===== src/rtl/zsched_pkg.sv =====
// Shared encodings and defaults for the Z80 clock-rate scheduler.
package zsched_pkg;

   localparam logic [1:0] TURBO_35  = 2'b00;
   localparam logic [1:0] TURBO_70  = 2'b01;
   localparam logic [1:0] TURBO_140 = 2'b10;

   localparam int WAIT_MAX_DEFAULT = 24;

   typedef enum logic [1:0] {
      ST_RUN,
      ST_IO_SLOW,
      ST_MEM_WAIT
   } zsched_state_t;

   // Any request with bit 1 set means 14 MHz; collapse 2'b11 onto the one legal code.
   function automatic logic [1:0] norm_turbo(input logic [1:0] req);
      return req[1] ? TURBO_140 : req;
   endfunction

endpackage


===== src/rtl/zsig_sync.sv =====
// Parameterised-width two-flop synchroniser; both stages reset to 1 (idle level of Z80 strobes).
module zsig_sync #(
   parameter int W = 1
) (
   input  logic         clk,
   input  logic         rst_n,
   input  logic [W-1:0] d,
   output logic [W-1:0] q
);

   logic [W-1:0] meta_q, meta_d;
   logic [W-1:0] sync_q, sync_d;

   always_comb begin
      meta_d = d;
      sync_d = meta_q;
   end

   always_ff @(posedge clk or negedge rst_n) begin
      if (!rst_n) begin
         meta_q <= '1;
         sync_q <= '1;
      end else begin
         meta_q <= meta_d;
         sync_q <= sync_d;
      end
   end

   assign q = sync_q;

endmodule


===== src/rtl/z80_clk_sched.sv =====
// Z80 clock-rate scheduler: refresh-gated speed latch, 7 MHz fallback for external I/O
// (only with ZSCHED_IO_FALLBACK_EN defined) and bounded memory-wait stalls at 14 MHz.
module z80_clk_sched
   import zsched_pkg::*;
#(
   parameter int WAIT_W   = 5,
   parameter int WAIT_MAX = WAIT_MAX_DEFAULT
) (
   input  logic       clk,
   input  logic       rst_n,
   input  logic       zpos,
   input  logic       zneg,
   input  logic       rfsh_n,
   input  logic       mreq_n,
   input  logic       iorq_n,
   input  logic       m1_n,
   input  logic       ext_io,
   input  logic [1:0] turbo_req,
   input  logic       mem_req,
   input  logic       mem_ack,
   output logic [1:0] turbo,
   output logic       cpu_stall,
   output logic [1:0] turbo_cur,
   output logic       wait_err
);

   localparam logic [WAIT_W-1:0] CNT_LAST = WAIT_W'(WAIT_MAX - 1);

   logic [3:0]    sync_s;
   logic          rfsh_s, mreq_s, iorq_s, m1_s;
   logic          refresh, io_entry, unused_ok;

   zsched_state_t state_q, state_d;
   logic [WAIT_W-1:0] cnt_q, cnt_d;
   logic [1:0]    turbo_q, turbo_d;
   logic [1:0]    turbo_cur_q, turbo_cur_d;
   logic          stall_q, stall_d;
   logic          wait_err_q, wait_err_d;
   logic          armed_q, armed_d;
   logic          iorq_prev_q, iorq_prev_d;

   zsig_sync #(.W(4)) u_sync (
      .clk   (clk),
      .rst_n (rst_n),
      .d     ({rfsh_n, mreq_n, iorq_n, m1_n}),
      .q     (sync_s)
   );

   assign {rfsh_s, mreq_s, iorq_s, m1_s} = sync_s;
   assign refresh = !rfsh_s && !mreq_s;

`ifdef ZSCHED_IO_FALLBACK_EN
   // Only non-M1 IORQ (real IN/OUT, not interrupt acknowledge) to an external port slows down.
   assign io_entry  = iorq_prev_q && !iorq_s && m1_s && ext_io && turbo_cur_q[1];
   assign unused_ok = zneg;
`else
   assign io_entry  = 1'b0;
   assign unused_ok = &{zneg, ext_io, m1_s, iorq_prev_q};
`endif

   always_comb begin
      state_d     = state_q;
      cnt_d       = cnt_q;
      turbo_cur_d = turbo_cur_q;
      wait_err_d  = wait_err_q;
      armed_d     = armed_q;
      iorq_prev_d = iorq_s;
      turbo_d     = turbo_q;
      stall_d     = 1'b0;

      if (rfsh_s) begin
         armed_d = 1'b1;
      end else if (armed_q && zpos && refresh) begin
         turbo_cur_d = norm_turbo(turbo_req);
         armed_d     = 1'b0;
      end

      case (state_q)
         ST_RUN: begin
            if (io_entry) begin
               state_d = ST_IO_SLOW;
            end else if (mem_req && !mem_ack && turbo_cur_q[1]) begin
               state_d = ST_MEM_WAIT;
               cnt_d   = '0;
            end
         end
`ifdef ZSCHED_IO_FALLBACK_EN
         ST_IO_SLOW: begin
            if (iorq_s && zpos) state_d = ST_RUN;
         end
`endif
         ST_MEM_WAIT: begin
            if (mem_ack) begin
               state_d = ST_RUN;
            end else if (cnt_q >= CNT_LAST) begin
               state_d    = ST_RUN;
               wait_err_d = 1'b1;
            end else begin
               cnt_d = cnt_q + 1'b1;
            end
         end
         default: state_d = ST_RUN;
      endcase

      // Outputs are registered from the next state so they track state_q exactly.
      case (state_d)
         ST_RUN:      turbo_d = turbo_cur_q;
         ST_IO_SLOW:  turbo_d = TURBO_70;
         ST_MEM_WAIT: stall_d = 1'b1;
         default:     turbo_d = turbo_cur_q;
      endcase
   end

   always_ff @(posedge clk or negedge rst_n) begin
      if (!rst_n) begin
         state_q     <= ST_RUN;
         cnt_q       <= '0;
         turbo_q     <= TURBO_35;
         turbo_cur_q <= TURBO_35;
         stall_q     <= 1'b0;
         wait_err_q  <= 1'b0;
         armed_q     <= 1'b1;
         iorq_prev_q <= 1'b1;
      end else begin
         state_q     <= state_d;
         cnt_q       <= cnt_d;
         turbo_q     <= turbo_d;
         turbo_cur_q <= turbo_cur_d;
         stall_q     <= stall_d;
         wait_err_q  <= wait_err_d;
         armed_q     <= armed_d;
         iorq_prev_q <= iorq_prev_d;
      end
   end

   assign turbo     = turbo_q;
   assign turbo_cur = turbo_cur_q;
   assign cpu_stall = stall_q;
   assign wait_err  = wait_err_q;

endmodule


===== config.mk =====
export PLATFORM = sky130hd
export DESIGN_NAME = z80_clk_sched
export DESIGN_NICKNAME = d
export VERILOG_FILES = /design/src/rtl/zsched_pkg.sv /design/src/rtl/zsig_sync.sv /design/src/rtl/z80_clk_sched.sv
export SDC_FILE = /design/constraint.sdc
export NUM_CORES = 1
export LEC_CHECK = 0
export ABC_AREA = 1
export CAP_MARGIN = 30
export CORE_MARGIN = 2
export CORE_UTILIZATION = 35
export CTS_CLUSTER_DIAMETER = 100
export CTS_CLUSTER_SIZE = 12
export DETAILED_ROUTE_END_ITERATION = 16
export MAX_ROUTING_LAYER = met4
export PLACE_DENSITY = 0.59
export SETUP_SLACK_MARGIN = 0.1
export SLEW_MARGIN = 10
export SYNTH_ARGS = -nofsm -noshare
export SYNTH_HDL_FRONTEND = slang
export SYNTH_HIERARCHICAL = 1
export SYNTH_SLANG_ARGS = --single-unit
export TNS_END_PERCENT = 5

===== constraint.sdc =====
create_clock -name clk -period 2.23 [get_ports clk]
set_input_delay 0.3345 -clock clk [delete_from_list [all_inputs] [get_ports clk]]
set_output_delay 0.3345 -clock clk [all_outputs]
set_load 0.02 [all_outputs]

==> results.md <==
- I/O Buffers: 14
- Via count: 550
- Worst path max stage delay: 0.64 ns
- Post-Synthesis Cells: 74
- Internal: between 500 and 600 uW
- Final setup fails: 0
- Sw frac: 0.257
- Static Leak: 0.000500 uW
- Final WL: roughly 1400 um
- First-pass GRT wire length: between 2000 and 2500 um
- Final hold vios: 0
- NetSw: approximately 180 uW
- I/O pin total: 19
- TritonCTS clock tree: built
- Hold WC Path Type: primary input to asynchronous set/reset pin
- Post-Place Worst Slack: 0.682 ns
- Power, Total: about 690 uW
- Num Clock Sinks: 18
- Chip width: just over 50 um
- Mapped Nets: 88
- Row count: 17
- Crit-path slowest cell: clkdlybuf4s50_1
- Final Cycle Share: 0.766
- Share of power burned in registers: 0.548
- Clock share of power: 0.284
- Hold_ws: between 0.3 and 0.4 ns
- Max Transition Viols Final: 0
- Setup TNS Final: 0 ns
- Remaining routing DRC violations: 0
- Fmax: 585 MHz
- Peak VDD IR: 0.329 mV
- Total grt overflow: 0
- CTS clk-pin slew, worst paths: roughly 0.10 ns
- CP Cell Sequence: clkdlybuf4s50_1
- Die Area: around 2700 sq um
- Setup repair bufs after CTS: 0
- Setup ws final: between 0.5 and 0.6 ns
- Worst Skew: slightly below 0.0007 ns
- Synthesized area: between 800 and 900 sq um
- CTS Hold Bufs: 0
- Crit path capture type: primary output
- RSZ-0062 raised after global routing: false
- First-pass DRT Iterations: 3
- CP Depth: 1
- Synth warn: 6
- CP Buf/Inv Count: 1
- Die height: between 50 and 60 um
- DR vias/cell: roughly 4.5
- Vias in the first global route: approximately 560
- MaxCap Viol Count: 0
- Syn Area/Cell: roughly 11 sq um
- Worst skew pair latency: a little under 0.3 ns
- Number of nets in the layout: approximately 110
- Register-to-Register Path Depth: 8
- Clock Path Buffers: 2
- N_diodes: 0
- Initial antenna violation count: 0
- Iteration-0 DRC count of the detailed router: 9
- Core area: between 2000 and 2500 sq um
- CP arrival: around 1.4 ns
- PwrDens: 677 nW/um^2
- Status: finished, final reports clean
- H-tree depth: 1
- Total GRT Usage: 0.132
- Num CTS Buffers: 3
- Worst setup SP type: flip-flop
- CP Class: flip-flop to primary output
- Gates resized, CTS repair: 0
- Max Fanout on Critical Path: 4
- Final critical-path required period: approximately 1.7 ns
- Area Overhead vs Synth: 27.2%
- Detailed-route wire length per cell: roughly 11 um
- RD Place Congestion: around 0.79
- Critical Path RT: 1.90 ns
- Logic pwr share: 0.168
- HPWL Detailed: ~1000 um
- Fraction of layout cells with a size suffix above 1: 0.269
- Routed Antenna Nets: 0
- Root Driver: clkbuf_4
- Worst path top cell family by delay: buffers and inverters
- Pin count of the biggest net entering global routing: 19
- Starting Density: 0.368
-- layout by cell type (no fill, tap or decap), types with 2 or more instances in the layout --
cell type and n:
clkbuf_4 3, clkdlybuf4s50_1 14, dfrtp_1 13, dfstp_2 5, inv_1 4, nand2_1 10
nand2_2 6, nand2_8 2, nand3_1 9, nand3_2 2, nor2_1 10
-- state kept, by name, indices dropped and copies added, names as in the netlist --
register	cells
cnt_q	5
wait_err	1
u_sync/q	2
armed_q	1
cpu_stall	1
turbo	2
state_q	2
u_sync/meta_q	2
turbo_cur	2
-- power by group through the flow --
stage | sequential [uW] | combinational [uW] | clock [uW]
global placement | 385 | 118 | 0
global route | 384 | 130 | 224
CTS | 381 | 119 | 210
floorplan | 403 | 38.7 | 0
finish | 380 | 117 | 197
detailed placement | 387 | 119 | 0
-- area by class of cell --
type	instances	area, sq um
Clock buffer	4	36.3
Fill cell	218	1170
Inverter	5	18.8
Multi-Input combinational cell	51	330
Sequential cell	18	457
Tap cell	28	35.0
Timing Repair Buffer	15	148
-- path summary, 6_finish.rpt --
check,from,end,slack [ns]
worst max-delay path,turbo_cur[1],turbo_cur[1],0.52
worst min-delay path,rst_n,cnt_q[0],0.36
worst max register to register,cnt_q[0],cnt_q[2],0.89
worst min register to register,u_sync/meta_q[2],u_sync/q[2],0.36
max in group asynchronous,rst_n,u_sync/q[2],1.61
min in group clk,u_sync/meta_q[2],u_sync/q[2],0.36
-- worst register-to-register path: stages, from the launching register on --
cell and delay, ns:
dfrtp_1 0.43, ha_1 0.22, nand2_1 0.11, nand3_2 0.12
nand2_4 0.11, nand2_8 0.09, nand2_8 0.10, nand2_2 0.05
nand2_1 0.05
-- metrics by stage --
stage                     instance area (sq um)  instances  utilization
after floorplan                             806         74            -
after global placement                      988        117        0.451
after detailed placement                    988        117        0.451
after CTS                                  1020        121        0.468
after global routing                       1020        121        0.468
final                                      1020        121        0.468
-- metal layers --
metal	GRT usage	routed length (um)	vias up
met3	0.0345	57	2
li1	-	-	279
met2	0.200	656	12
met1	0.167	658	257
met4	0.0526	6	0
met5	-	0	-
Note: power is estimated with default switching activity, not from simulation.
